$ cat src/rtl/rename_pkg.sv
// rename_pkg: shared widths, architectural/physical register counts, the
// reset mapping for the alias table, the free-list initial contents and the
// per-slot renamed-operand bundle carried in the output register.
package rename_pkg;

  localparam int unsigned INST_ID_BITS = 6;
  localparam int unsigned PRN_BITS     = 6;
  localparam int unsigned ARN_BITS     = 5;
  localparam int unsigned MAX_OPERANDS = 3;
  localparam int unsigned FU_COUNT     = 4;
  localparam int unsigned FREE_PORTS   = 2;

  localparam int unsigned ARCH_REGS = 1 << ARN_BITS;
  localparam int unsigned PRN_COUNT = 1 << PRN_BITS;
  // Number of PRNs not bound to an architectural register after reset.
  localparam int unsigned FREE_INIT = PRN_COUNT - ARCH_REGS;
  // Free-list occupancy counter, wide enough to hold PRN_COUNT.
  localparam int unsigned CNT_BITS  = PRN_BITS + 1;
  // Per-instruction operand counter (0..MAX_OPERANDS).
  localparam int unsigned OPC_BITS  = $clog2(MAX_OPERANDS + 1);

  // One slot of a renamed instruction: source lookup plus destination alloc.
  typedef struct packed {
    logic                src_valid;
    logic                src_ready;
    logic [PRN_BITS-1:0] src_prn;
    logic                dst_valid;
    logic [PRN_BITS-1:0] dst_prn;
    logic [PRN_BITS-1:0] dst_prev;
  } rename_op_t;

  // Architectural register a maps to physical register a out of reset.
  function automatic logic [PRN_BITS-1:0] reset_map(input logic [ARN_BITS-1:0] a);
    return PRN_BITS'(a);
  endfunction

  // Free-list slot idx after reset: ARCH_REGS.. in ascending order, rest unused.
  function automatic logic [PRN_BITS-1:0] free_init_entry(input int unsigned idx);
    return (idx < FREE_INIT) ? PRN_BITS'(ARCH_REGS + idx) : '0;
  endfunction

endpackage

$ cat src/rtl/rename_free_list.sv
// free_list: circular buffer of free PRNs with PRN_COUNT entries.
//   pop_cnt        in   number of PRNs taken from the head this cycle
//   peek_prn[k]    out  entry at head+k (what the k-th pop would return)
//   push_valid/prn in   PRNs returned by commit, appended at tail in port order
//   count          out  current occupancy (registered; excludes this cycle's pushes)
// Head/tail are PRN_BITS wide so they wrap modulo PRN_COUNT for free.
module free_list
  import rename_pkg::*;
(
  input  logic                clk,
  input  logic                rst,
  input  logic [OPC_BITS-1:0] pop_cnt,
  output logic [PRN_BITS-1:0] peek_prn   [MAX_OPERANDS],
  input  logic                push_valid [FREE_PORTS],
  input  logic [PRN_BITS-1:0] push_prn   [FREE_PORTS],
  output logic [CNT_BITS-1:0] count
);

  logic [PRN_BITS-1:0] mem_q [PRN_COUNT];
  logic [PRN_BITS-1:0] mem_d [PRN_COUNT];
  logic [PRN_BITS-1:0] head_q, head_d;
  logic [PRN_BITS-1:0] tail_q, tail_d;
  logic [CNT_BITS-1:0] count_q, count_d;
  logic [CNT_BITS-1:0] push_n_c;

  // Head-relative read window for the allocating slots.
  always_comb begin
    for (int k = 0; k < int'(MAX_OPERANDS); k++) begin
      peek_prn[k] = mem_q[head_q + PRN_BITS'(k)];
    end
  end

  // Compacted tail writes, head advance and occupancy update.
  always_comb begin
    mem_d    = mem_q;
    tail_d   = tail_q;
    push_n_c = '0;
    for (int p = 0; p < int'(FREE_PORTS); p++) begin
      if (push_valid[p]) begin
        mem_d[tail_d] = push_prn[p];
        tail_d        = tail_d + PRN_BITS'(1);
        push_n_c      = push_n_c + CNT_BITS'(1);
      end
    end
    head_d  = head_q + PRN_BITS'(pop_cnt);
    count_d = count_q - CNT_BITS'(pop_cnt) + push_n_c;
  end

  always_ff @(posedge clk or posedge rst) begin
    if (rst) begin
      for (int unsigned i = 0; i < PRN_COUNT; i++) begin
        mem_q[i] <= free_init_entry(i);
      end
      head_q  <= '0;
      tail_q  <= PRN_BITS'(FREE_INIT);
      count_q <= CNT_BITS'(FREE_INIT);
    end else begin
      mem_q   <= mem_d;
      head_q  <= head_d;
      tail_q  <= tail_d;
      count_q <= count_d;
    end
  end

  // Over-return (or pop underflow wrapping the counter) means a PRN leak upstream.
  always_ff @(posedge clk) begin
    if (!rst) begin
      assert (count_d <= CNT_BITS'(FREE_INIT))
        else $error("free_list overflow: next count %0d", count_d);
    end
  end

  assign count = count_q;

endmodule

$ cat src/rtl/rename_stage.sv
// rename_stage: maps decoded architectural operands onto physical registers
// and hands one renamed instruction per cycle to the issue queue.
//   in_valid/in_ready        decode handshake (in_ready independent of in_valid)
//   in_inst_id/raw/pc        pass-through payload
//   src_*/dst_*              architectural operand slots
//   inst_valid/queue_ready   registered output handshake to the issue queue
//   prn_input*               renamed sources and their readiness
//   prn_output*/prn_prev     allocated destinations and their prior mappings
//   set_prn_ready/set_prn    FU wakeup broadcasts (clear busy bits)
//   free_valid/free_prn      PRNs returned by commit
// Optional: define RENAME_STATS_EN to add saturating stat_* counters.
module rename_stage
  import rename_pkg::*;
(
  input  logic                    clk,
  input  logic                    rst,
  input  logic                    in_valid,
  output logic                    in_ready,
  input  logic [INST_ID_BITS-1:0] in_inst_id,
  input  logic [31:0]             in_raw_instr,
  input  logic [63:0]             in_pc,
  input  logic                    src_valid        [MAX_OPERANDS],
  input  logic [ARN_BITS-1:0]     src_arn          [MAX_OPERANDS],
  input  logic                    dst_valid        [MAX_OPERANDS],
  input  logic [ARN_BITS-1:0]     dst_arn          [MAX_OPERANDS],
  output logic                    inst_valid,
  input  logic                    queue_ready,
  output logic [INST_ID_BITS-1:0] inst_id,
  output logic [31:0]             raw_instr,
  output logic [63:0]             instr_pc,
  output logic                    prn_input_valid  [MAX_OPERANDS],
  output logic                    prn_input_ready  [MAX_OPERANDS],
  output logic [PRN_BITS-1:0]     prn_input        [MAX_OPERANDS],
  output logic                    prn_output_valid [MAX_OPERANDS],
  output logic [PRN_BITS-1:0]     prn_output       [MAX_OPERANDS],
  output logic [PRN_BITS-1:0]     prn_prev         [MAX_OPERANDS],
  input  logic                    set_prn_ready    [FU_COUNT][MAX_OPERANDS],
  input  logic [PRN_BITS-1:0]     set_prn          [FU_COUNT][MAX_OPERANDS],
  input  logic                    free_valid       [FREE_PORTS],
  input  logic [PRN_BITS-1:0]     free_prn         [FREE_PORTS]
`ifdef RENAME_STATS_EN
  ,
  output logic [31:0]             stat_renamed,
  output logic [31:0]             stat_stall_freelist,
  output logic [31:0]             stat_stall_iq
`endif
);

  logic [PRN_BITS-1:0]     rat_q [ARCH_REGS];
  logic [PRN_BITS-1:0]     rat_d [ARCH_REGS];
  logic [PRN_COUNT-1:0]    busy_q, busy_d;
  rename_op_t              ops_q [MAX_OPERANDS];
  rename_op_t              ops_d [MAX_OPERANDS];
  logic                    inst_valid_q, inst_valid_d;
  logic [INST_ID_BITS-1:0] inst_id_q, inst_id_d;
  logic [31:0]             raw_instr_q, raw_instr_d;
  logic [63:0]             instr_pc_q, instr_pc_d;

  logic [PRN_COUNT-1:0]    wake_vec_c;
  logic [OPC_BITS-1:0]     need_c;
  logic                    accept_c;
  logic                    hold_c;
  logic                    conflict_c;
  logic [OPC_BITS-1:0]     pop_cnt_c;
  logic [PRN_BITS-1:0]     alloc_prn_c [MAX_OPERANDS];
  logic [PRN_BITS-1:0]     peek_prn    [MAX_OPERANDS];
  logic [CNT_BITS-1:0]     fl_count;

  // Flatten all FU wakeup broadcasts into one PRN-indexed vector.
  always_comb begin
    wake_vec_c = '0;
    for (int f = 0; f < int'(FU_COUNT); f++) begin
      for (int k = 0; k < int'(MAX_OPERANDS); k++) begin
        if (set_prn_ready[f][k]) wake_vec_c[set_prn[f][k]] = 1'b1;
      end
    end
  end

  // Destination count and capacity gating; this cycle's frees are not counted.
  always_comb begin
    need_c = '0;
    for (int i = 0; i < int'(MAX_OPERANDS); i++) begin
      need_c = need_c + OPC_BITS'(dst_valid[i]);
    end
  end

  assign in_ready  = (!inst_valid_q || queue_ready) && (fl_count >= CNT_BITS'(need_c));
  assign accept_c  = in_valid && in_ready;
  assign hold_c    = inst_valid_q && !queue_ready;
  assign pop_cnt_c = accept_c ? need_c : '0;

  // Used destination slots take consecutive free-list entries, lowest slot first.
  always_comb begin
    logic [OPC_BITS-1:0] idx;
    idx = '0;
    for (int i = 0; i < int'(MAX_OPERANDS); i++) begin
      alloc_prn_c[i] = peek_prn[idx];
      if (dst_valid[i]) idx = idx + OPC_BITS'(1);
    end
  end

  free_list u_free_list (
    .clk        (clk),
    .rst        (rst),
    .pop_cnt    (pop_cnt_c),
    .peek_prn   (peek_prn),
    .push_valid (free_valid),
    .push_prn   (free_prn),
    .count      (fl_count)
  );

  // Output register, RAT and busy-table next state.
  always_comb begin
    ops_d        = ops_q;
    rat_d        = rat_q;
    inst_valid_d = inst_valid_q;
    inst_id_d    = inst_id_q;
    raw_instr_d  = raw_instr_q;
    instr_pc_d   = instr_pc_q;
    conflict_c   = 1'b0;
    // Wakeups clear first so a same-cycle allocation of that PRN wins.
    busy_d       = busy_q & ~wake_vec_c;

    if (hold_c) begin
      // Keep collecting wakeups for sources of the stalled instruction.
      for (int i = 0; i < int'(MAX_OPERANDS); i++) begin
        if (ops_q[i].src_valid && wake_vec_c[ops_q[i].src_prn]) ops_d[i].src_ready = 1'b1;
      end
    end else if (accept_c) begin
      inst_valid_d = 1'b1;
      inst_id_d    = in_inst_id;
      raw_instr_d  = in_raw_instr;
      instr_pc_d   = in_pc;
      // Sources read the RAT as it stood before this instruction's writes.
      for (int i = 0; i < int'(MAX_OPERANDS); i++) begin
        ops_d[i].src_valid = src_valid[i];
        ops_d[i].src_prn   = src_valid[i] ? rat_q[src_arn[i]] : '0;
        ops_d[i].src_ready = src_valid[i] &&
                             (!busy_q[rat_q[src_arn[i]]] || wake_vec_c[rat_q[src_arn[i]]]);
      end
      // Slots apply in ascending order: a repeated dst_arn ends on the higher
      // slot's PRN, and its prn_prev is the lower slot's PRN so that every
      // superseded mapping is returned exactly once at commit.
      for (int i = 0; i < int'(MAX_OPERANDS); i++) begin
        ops_d[i].dst_valid = dst_valid[i];
        ops_d[i].dst_prn   = '0;
        ops_d[i].dst_prev  = '0;
        if (dst_valid[i]) begin
          ops_d[i].dst_prn          = alloc_prn_c[i];
          ops_d[i].dst_prev         = rat_d[dst_arn[i]];
          rat_d[dst_arn[i]]         = alloc_prn_c[i];
          busy_d[alloc_prn_c[i]]    = 1'b1;
          if (wake_vec_c[alloc_prn_c[i]]) conflict_c = 1'b1;
        end
      end
    end else begin
      inst_valid_d = 1'b0;
    end
  end

  always_ff @(posedge clk or posedge rst) begin
    if (rst) begin
      for (int unsigned a = 0; a < ARCH_REGS; a++) begin
        rat_q[a] <= reset_map(ARN_BITS'(a));
      end
      for (int i = 0; i < int'(MAX_OPERANDS); i++) begin
        ops_q[i] <= '0;
      end
      busy_q       <= '0;
      inst_valid_q <= 1'b0;
      inst_id_q    <= '0;
      raw_instr_q  <= '0;
      instr_pc_q   <= '0;
    end else begin
      rat_q        <= rat_d;
      ops_q        <= ops_d;
      busy_q       <= busy_d;
      inst_valid_q <= inst_valid_d;
      inst_id_q    <= inst_id_d;
      raw_instr_q  <= raw_instr_d;
      instr_pc_q   <= instr_pc_d;
    end
  end

  // A wakeup for a PRN that is still on the free list cannot happen legally.
  always_ff @(posedge clk) begin
    if (!rst) begin
      assert (!conflict_c) else $error("rename_stage: wakeup hits a PRN being allocated");
    end
  end

  assign inst_valid = inst_valid_q;
  assign inst_id    = inst_id_q;
  assign raw_instr  = raw_instr_q;
  assign instr_pc   = instr_pc_q;

  always_comb begin
    for (int i = 0; i < int'(MAX_OPERANDS); i++) begin
      prn_input_valid[i]  = ops_q[i].src_valid;
      prn_input_ready[i]  = ops_q[i].src_ready;
      prn_input[i]        = ops_q[i].src_prn;
      prn_output_valid[i] = ops_q[i].dst_valid;
      prn_output[i]       = ops_q[i].dst_prn;
      prn_prev[i]         = ops_q[i].dst_prev;
    end
  end

`ifdef RENAME_STATS_EN
  logic [31:0] stat_renamed_q, stat_renamed_d;
  logic [31:0] stat_stall_fl_q, stat_stall_fl_d;
  logic [31:0] stat_stall_iq_q, stat_stall_iq_d;

  // Saturating event counters.
  always_comb begin
    stat_renamed_d  = stat_renamed_q;
    stat_stall_fl_d = stat_stall_fl_q;
    stat_stall_iq_d = stat_stall_iq_q;
    if (accept_c && (stat_renamed_q != 32'hFFFF_FFFF))
      stat_renamed_d = stat_renamed_q + 32'd1;
    if (in_valid && (fl_count < CNT_BITS'(need_c)) && (stat_stall_fl_q != 32'hFFFF_FFFF))
      stat_stall_fl_d = stat_stall_fl_q + 32'd1;
    if (in_valid && hold_c && (stat_stall_iq_q != 32'hFFFF_FFFF))
      stat_stall_iq_d = stat_stall_iq_q + 32'd1;
  end

  always_ff @(posedge clk or posedge rst) begin
    if (rst) begin
      stat_renamed_q  <= '0;
      stat_stall_fl_q <= '0;
      stat_stall_iq_q <= '0;
    end else begin
      stat_renamed_q  <= stat_renamed_d;
      stat_stall_fl_q <= stat_stall_fl_d;
      stat_stall_iq_q <= stat_stall_iq_d;
    end
  end

  assign stat_renamed        = stat_renamed_q;
  assign stat_stall_freelist = stat_stall_fl_q;
  assign stat_stall_iq       = stat_stall_iq_q;
`endif

endmodule

$ cat config.mk
export PLATFORM = sky130hd
export DESIGN_NAME = rename_stage
export DESIGN_NICKNAME = d
export VERILOG_FILES = /design/src/rtl/rename_pkg.sv /design/src/rtl/rename_free_list.sv /design/src/rtl/rename_stage.sv
export SDC_FILE = /design/constraint.sdc
export NUM_CORES = 2
export LEC_CHECK = 0
export ABC_CLOCK_PERIOD_IN_PS = 55600
export CAP_MARGIN = 0
export CELL_PAD_IN_SITES_DETAIL_PLACEMENT = 1
export CELL_PAD_IN_SITES_GLOBAL_PLACEMENT = 2
export CORE_MARGIN = 3
export CORE_UTILIZATION = 35
export CTS_CLUSTER_DIAMETER = 40
export DETAILED_ROUTE_END_ITERATION = 16
export PLACE_DENSITY = 0.74
export SKIP_LAST_GASP = 1
export SLEW_MARGIN = 30
export SYNTH_ARGS = -nofsm -noshare
export SYNTH_HDL_FRONTEND = slang
export SYNTH_SLANG_ARGS = --single-unit
$ cat constraint.sdc
create_clock -name clk -period 55.6 [get_ports clk]
set_clock_uncertainty 0.15 [all_clocks]
set_input_delay 11.12 -clock clk [delete_from_list [all_inputs] [get_ports clk]]
set_output_delay 11.12 -clock clk [all_outputs]
set_load 0.01 [all_outputs]
=== Word level (Yosys, flattened, before mapping) ===
Index checks and enable logic that the tools add are counted.
W data, S select, Z words.

* Flip-flop bits (word level): 825
* Input port bits: 240
* Logic and storage cells: 411

* $add $sub $neg: 11
* Order comparisons: 55
* Equal/unequal tests: 3
* Multiplexer cells: 147
* Bitwise operators: 30
* Reductions and logical operators: 43

{| class="wikitable"
|+ Operators with widths
! operator !! number
|-
| $mux W192 || 7
|-
| $mux W64 || 21
|-
| $or A64 B64 Y64 || 14
|-
| $bwmux W384 || 2
|-
| $mux W384 || 2
|-
| $bwmux W192 || 3
|-
| $mux W6 || 32
|-
| $bmux W6 S5 || 6
|-
| $lt A6 B7 Y1 const B || 21
|-
| $bmux W6 S6 || 3
|-
| $demux W1 S6 || 15
|-
| $demux W6 S5 || 3
|-
| $ge A6 B1 Y1 const B || 15
|-
| $demux W6 S6 || 2
|-
| $and A64 B64 Y64 || 1
|-
| $not A64 Y64 || 1
|-
| $mux W62 || 1
|-
| $bmux W1 S6 || 9
|-
| $ge A6 B6 Y1 const B || 6
|-
| $mux W12 || 3
|-
| $not A5 Y6 || 6
|-
| $ge A7 B7 Y1 const B || 5
|-
| $not A6 Y7 || 5
|-
| $mux W1 || 33
|-
| other kinds (24) || 73
|}

=== Depth between registers and ports, before layout ===
* Depth after elaboration: 41
* Depth in mapped cells: 25
* Depth with buffers taken out: 23

=== Cells and area by module ===
A second synthesis with hierarchy kept.

* Cells, all modules: 7565
* Area total of the unflattened synthesis: 71656.2 sq um

{| class="wikitable"
|+ By module, submodules not included
! module !! times used !! cells an instance !! area an instance (sq um) !! sequential area each (sq um)
|-
| rename_stage || 1 || 4985 || 42066.6 || 10660.2
|-
| free_list || 1 || 2580 || 29589.6 || 10227.3
|}

=== Least setup slack after synthesis ===
Ideal clock, no wire load.

* Path type: in2out
* Start point: input port dst_valid[0] (netlist name)
* End point: output port in_ready
* Arrival: 12.490 ns
* Required time: 44.330 ns
* Slack: 31.840 ns
* Stages: 7
* Buffers on the path: 0
* Path through: fa_1 ha_1 nor2b_1 o31ai_1 a21boi_0 nor2_1 nor2_1

* Longest elaborated chain between the ends: 3

{| class="wikitable"
|+ RTL lines
! what !! line !! text
|-
| start: declaration || rename_stage.sv:24 || <nowiki>input logic dst_valid [MAX_OPERANDS],</nowiki>
|-
| $add A2 B1 Y2 || rename_stage.sv:83 || <nowiki>need_c = need_c + OPC_BITS'(dst_valid[i]);</nowiki>
|-
| $ge A7 B2 Y1 || rename_stage.sv:87 || <nowiki>assign in_ready = (!inst_valid_q || queue_ready) && (fl_count >= CNT_BITS'(need_c));</nowiki>
|-
| $logic_and A1 B1 Y1 || rename_stage.sv:87 ||
|-
| end: declaration || rename_stage.sv:18 || <nowiki>output logic in_ready,</nowiki>
|}

No other way between the ends.

=== Worst setup path in the final report ===
Same ends and word-level chain as after synthesis.

==> results.md <==
* Reg area at around 0.021 mm²
* Std-Cell Rows at about 170
* Achievable Freq at around 39 MHz
* Max-slew violations at 0
* Worst slew margin at 18.3%
* Setup crit end kind: output pin
* Worst skew pair latency at between 0.8 and 0.9 ns
* Final setup viols at 0
* Vertical die dimension at ~460 µm
* Final non-filler cell area at approximately 0.087 mm²
* Flops & latches, synth at around 830
* Tcrit/Tclk final at a little under half
* I/O Buffers at ~400
* Crit Path Class: input pin to output pin
* Drc violations at 0
* Peak fanout along the critical path at 15
* Fin Hold WS at 0.317 ns
* Synth Net Count at ~8500
* Die Wd at 462 µm
* Largest net degree at the start of global routing at roughly 160
* Clock-pin slew on the worst setup and hold paths at 0.05 ns
* CP Data Arrival Time at roughly 14 ns
* Top post-synthesis cells by area: dfrtp_1 (22%), mux4_2 (18%), mux2i_1 (9.2%)
* Post-CTS setup buffer count at 0
* TritonCTS clock tree: yes
* Met3 GRT Util at about 16%
* Starting Density at approximately 35%
* Predominant post-synthesis flop cell: dfrtp_1
* GP Congestion at around 1.1
* Max capacitance violation total at 0
* Sink Count at just over 800
* Most area-hungry cell type in the Yosys netlist: dfrtp_1
* Cells after synthesis at 8273
* Die ar. at ~0.21 mm²
* Total CTS buffers at 189
* Fin nets at between 8000 and 9000
* CP startpoint kind: input pin
* Post-synth top area share at 21.7%
* RSZ-0062 raised after global routing: false
* First-pass GRT wire length at approximately 650000 µm
* VDD IR max at roughly 0.058 mV
* Post-route ant nets at 0
* Most Crowded Layer GR: met2
* Layout fillers at 23300
* Post-synth EDFFs at 0
* Final Hold Violating Endpoints at 0
* Slew @ Worst Pin at about 1.2 ns
* Post-CTS Resized at 0
* DP Area at around 0.079 mm²
* Yosys cell types at between 100 and 150
* Via count at 79400
* Mapped cell area at between 0.07 and 0.08 mm²
* Share of flip-flops with an asynchronous set or reset at 100%
* Io pins at 407
* CTS Hold Bufs at 0
* Status: finished, final reports clean
* Fin crit period at ~26 ns
* DR iter-0 viols at ~11000
* Post-DP HPWL at between 300000 and 400000 µm
* Core area at about 0.21 mm²
* Final WL at about 480000 µm
* DR WL/cell at ~42 µm
* Pwr/cell area at just under 70 mW/mm²
* H-Tree Depth at 4
* Area delta synth->final at 19.1%
* YS warnings at 0
* GR Util All Layers at about 44%
* Root Buffer Master: clkbuf_16
* Vias in the first global route at between 70000 and 80000
* Grt total ovfl at 0
* Met1 Use GR at ~57%
* Initial antenna violation count at 37
* Sequential area share after synthesis at 28.7%
* Layout cells sized above 1 at approximately a fifth
* Area of the multi-input gates at slightly below 0.05 mm²
* Leakage power at roughly 34 nW
* Post-route setup TNS at 0 ns
* Req. time, crit path at ~44 ns
* Syn avg cell area at 8.80 µm²
* Drt pass-1 iters at 6
* Type of the most critical hold path: register to register
* Via-per-instance ratio at ~7
* CTS Buffer Depth at 3
* GR Util met2 at 62.5%
-- cell families (layout without fill, tap and decap cells) --
kind of cell	count (synthesis)	count (layout)	synth area share, %
xor+xnor	33	33	0.407
buf+inv	907	1108	5.14
flops	825	825	28.7
simple gates	3018	3018	18.6
fa+ha+maj	27	27	0.505
compound gates	2150	2150	18.0
other cells	0	15	0
mux	1313	1313	28.7
-- synthesized netlist by cell type, drive strengths merged, types with 194 or more instances --
master	count
nand2	1372
nor2	847
mux2i	670
clkbuf	657
dfrtp	631
mux4	608
o21ai	604
a21oi	496
o22ai	491
buf	201
nand3	197
dfstp	194
-- metrics by stage --
stage / instances / setup slack [ns] / power, mW / util (%)
after floorplan: 8273 / 21.48 / 2.93 / -
after global placement: 10900 / 29.95 / 4.36 / 38.5
after detailed placement: 10900 / 30.09 / 4.44 / 38.6
after CTS: 11200 / 30.07 / 5.70 / 42.0
after global routing: 11200 / 29.90 / 5.98 / 42.1
final: 11300 / 29.99 / 5.86 / 42.1
-- layer usage --
layer / up-vias / routed length (µm) / part of all wire [%]
li1: 31300 / - / -
met1: 40900 / 187000 / 39
met2: 5777 / 199000 / 42
met3: 1310 / 62000 / 13
met4: 30 / 29600 / 6.2
met5: - / 180 / 0.038
-- sequential cells by signal, indices dropped and copies added, names as in the netlist, 6 cells and up --
signal              flops
u_free_list.mem_q     384
rat_q                 192
busy_q                 64
instr_pc               64
raw_instr              32
prn_input              18
prn_output             18
prn_prev               18
u_free_list.count       7
inst_id                 6
u_free_list.head_q      6
u_free_list.tail_q      6
-- report_power, final --
part           internal (mW)  leakage (nW)  switching, mW  total [mW]
Clock                  0.811          3.40          0.425        1.24
Sequential             0.903          10.2          0.417        1.32
Combinational           1.17          20.7           2.13        3.30
Total                   2.89          34.2           2.97        5.86
-- cells in the final DEF, fill, tap and decap left out, drive strengths merged, types with 27 or more instances in the layout --
cell and instances:
a211oi 103, a21oi 496, a22oi 34, a31oi 53
and2 33, and3 29, buf 321, bufinv 30
clkbuf 234, clkdlybuf4s50 380, clkinv 70, dfrtp 631
dfstp 194, inv 55, mux2 35, mux2i 670
mux4 608, nand2 1372, nand2b 40, nand3 197
nand3b 53, nand4 84, nand4b 38, nand4bb 33
nor2 847, nor2b 27, nor3 62, nor4 59
o211ai 106, o21ai 604, o221ai 37, o22ai 491
or3 32, or3b 41
-- path summary, 6_finish.rpt --
path / slack (ns) / startpoint / cells past startpoint / to
min in group asynchronous: 10.57 / rst / 2 / u_free_list.mem_q[61]
max in group asynchronous: 42.04 / rst / 5 / instr_pc[35]
min reg2reg: 0.32 / instr_pc[3] / 2 / instr_pc[3]
max reg2reg: 46.85 / u_free_list.head_q[0] / 17 / prn_prev[8]
max: 29.99 / dst_valid[0] / 11 / in_ready
min: 0.32 / instr_pc[3] / 2 / instr_pc[3]
-- final cells by class --
type	count	area share, %
inverters	49	0.226
flip-flops and latches	825	24.1
clock buffers	233	6.00
well taps	2772	4.00
diodes	15	0.0433
clock inverters	124	2.14
multi-input cells	6541	56.3
repair buffers	702	7.23
-- critical path, stage by stage --
cell	delay, ns
clkdlybuf4s50_1	0.51
buf_4	0.34
fa_1	0.50
ha_1	0.21
nor2b_1	0.14
o31ai_1	0.08
a21boi_0	0.33
nor2_1	0.18
nor2_1	0.12
buf_4	0.21
clkdlybuf4s50_1	0.57
No activity file was read; power rests on OpenSTA's default activity.
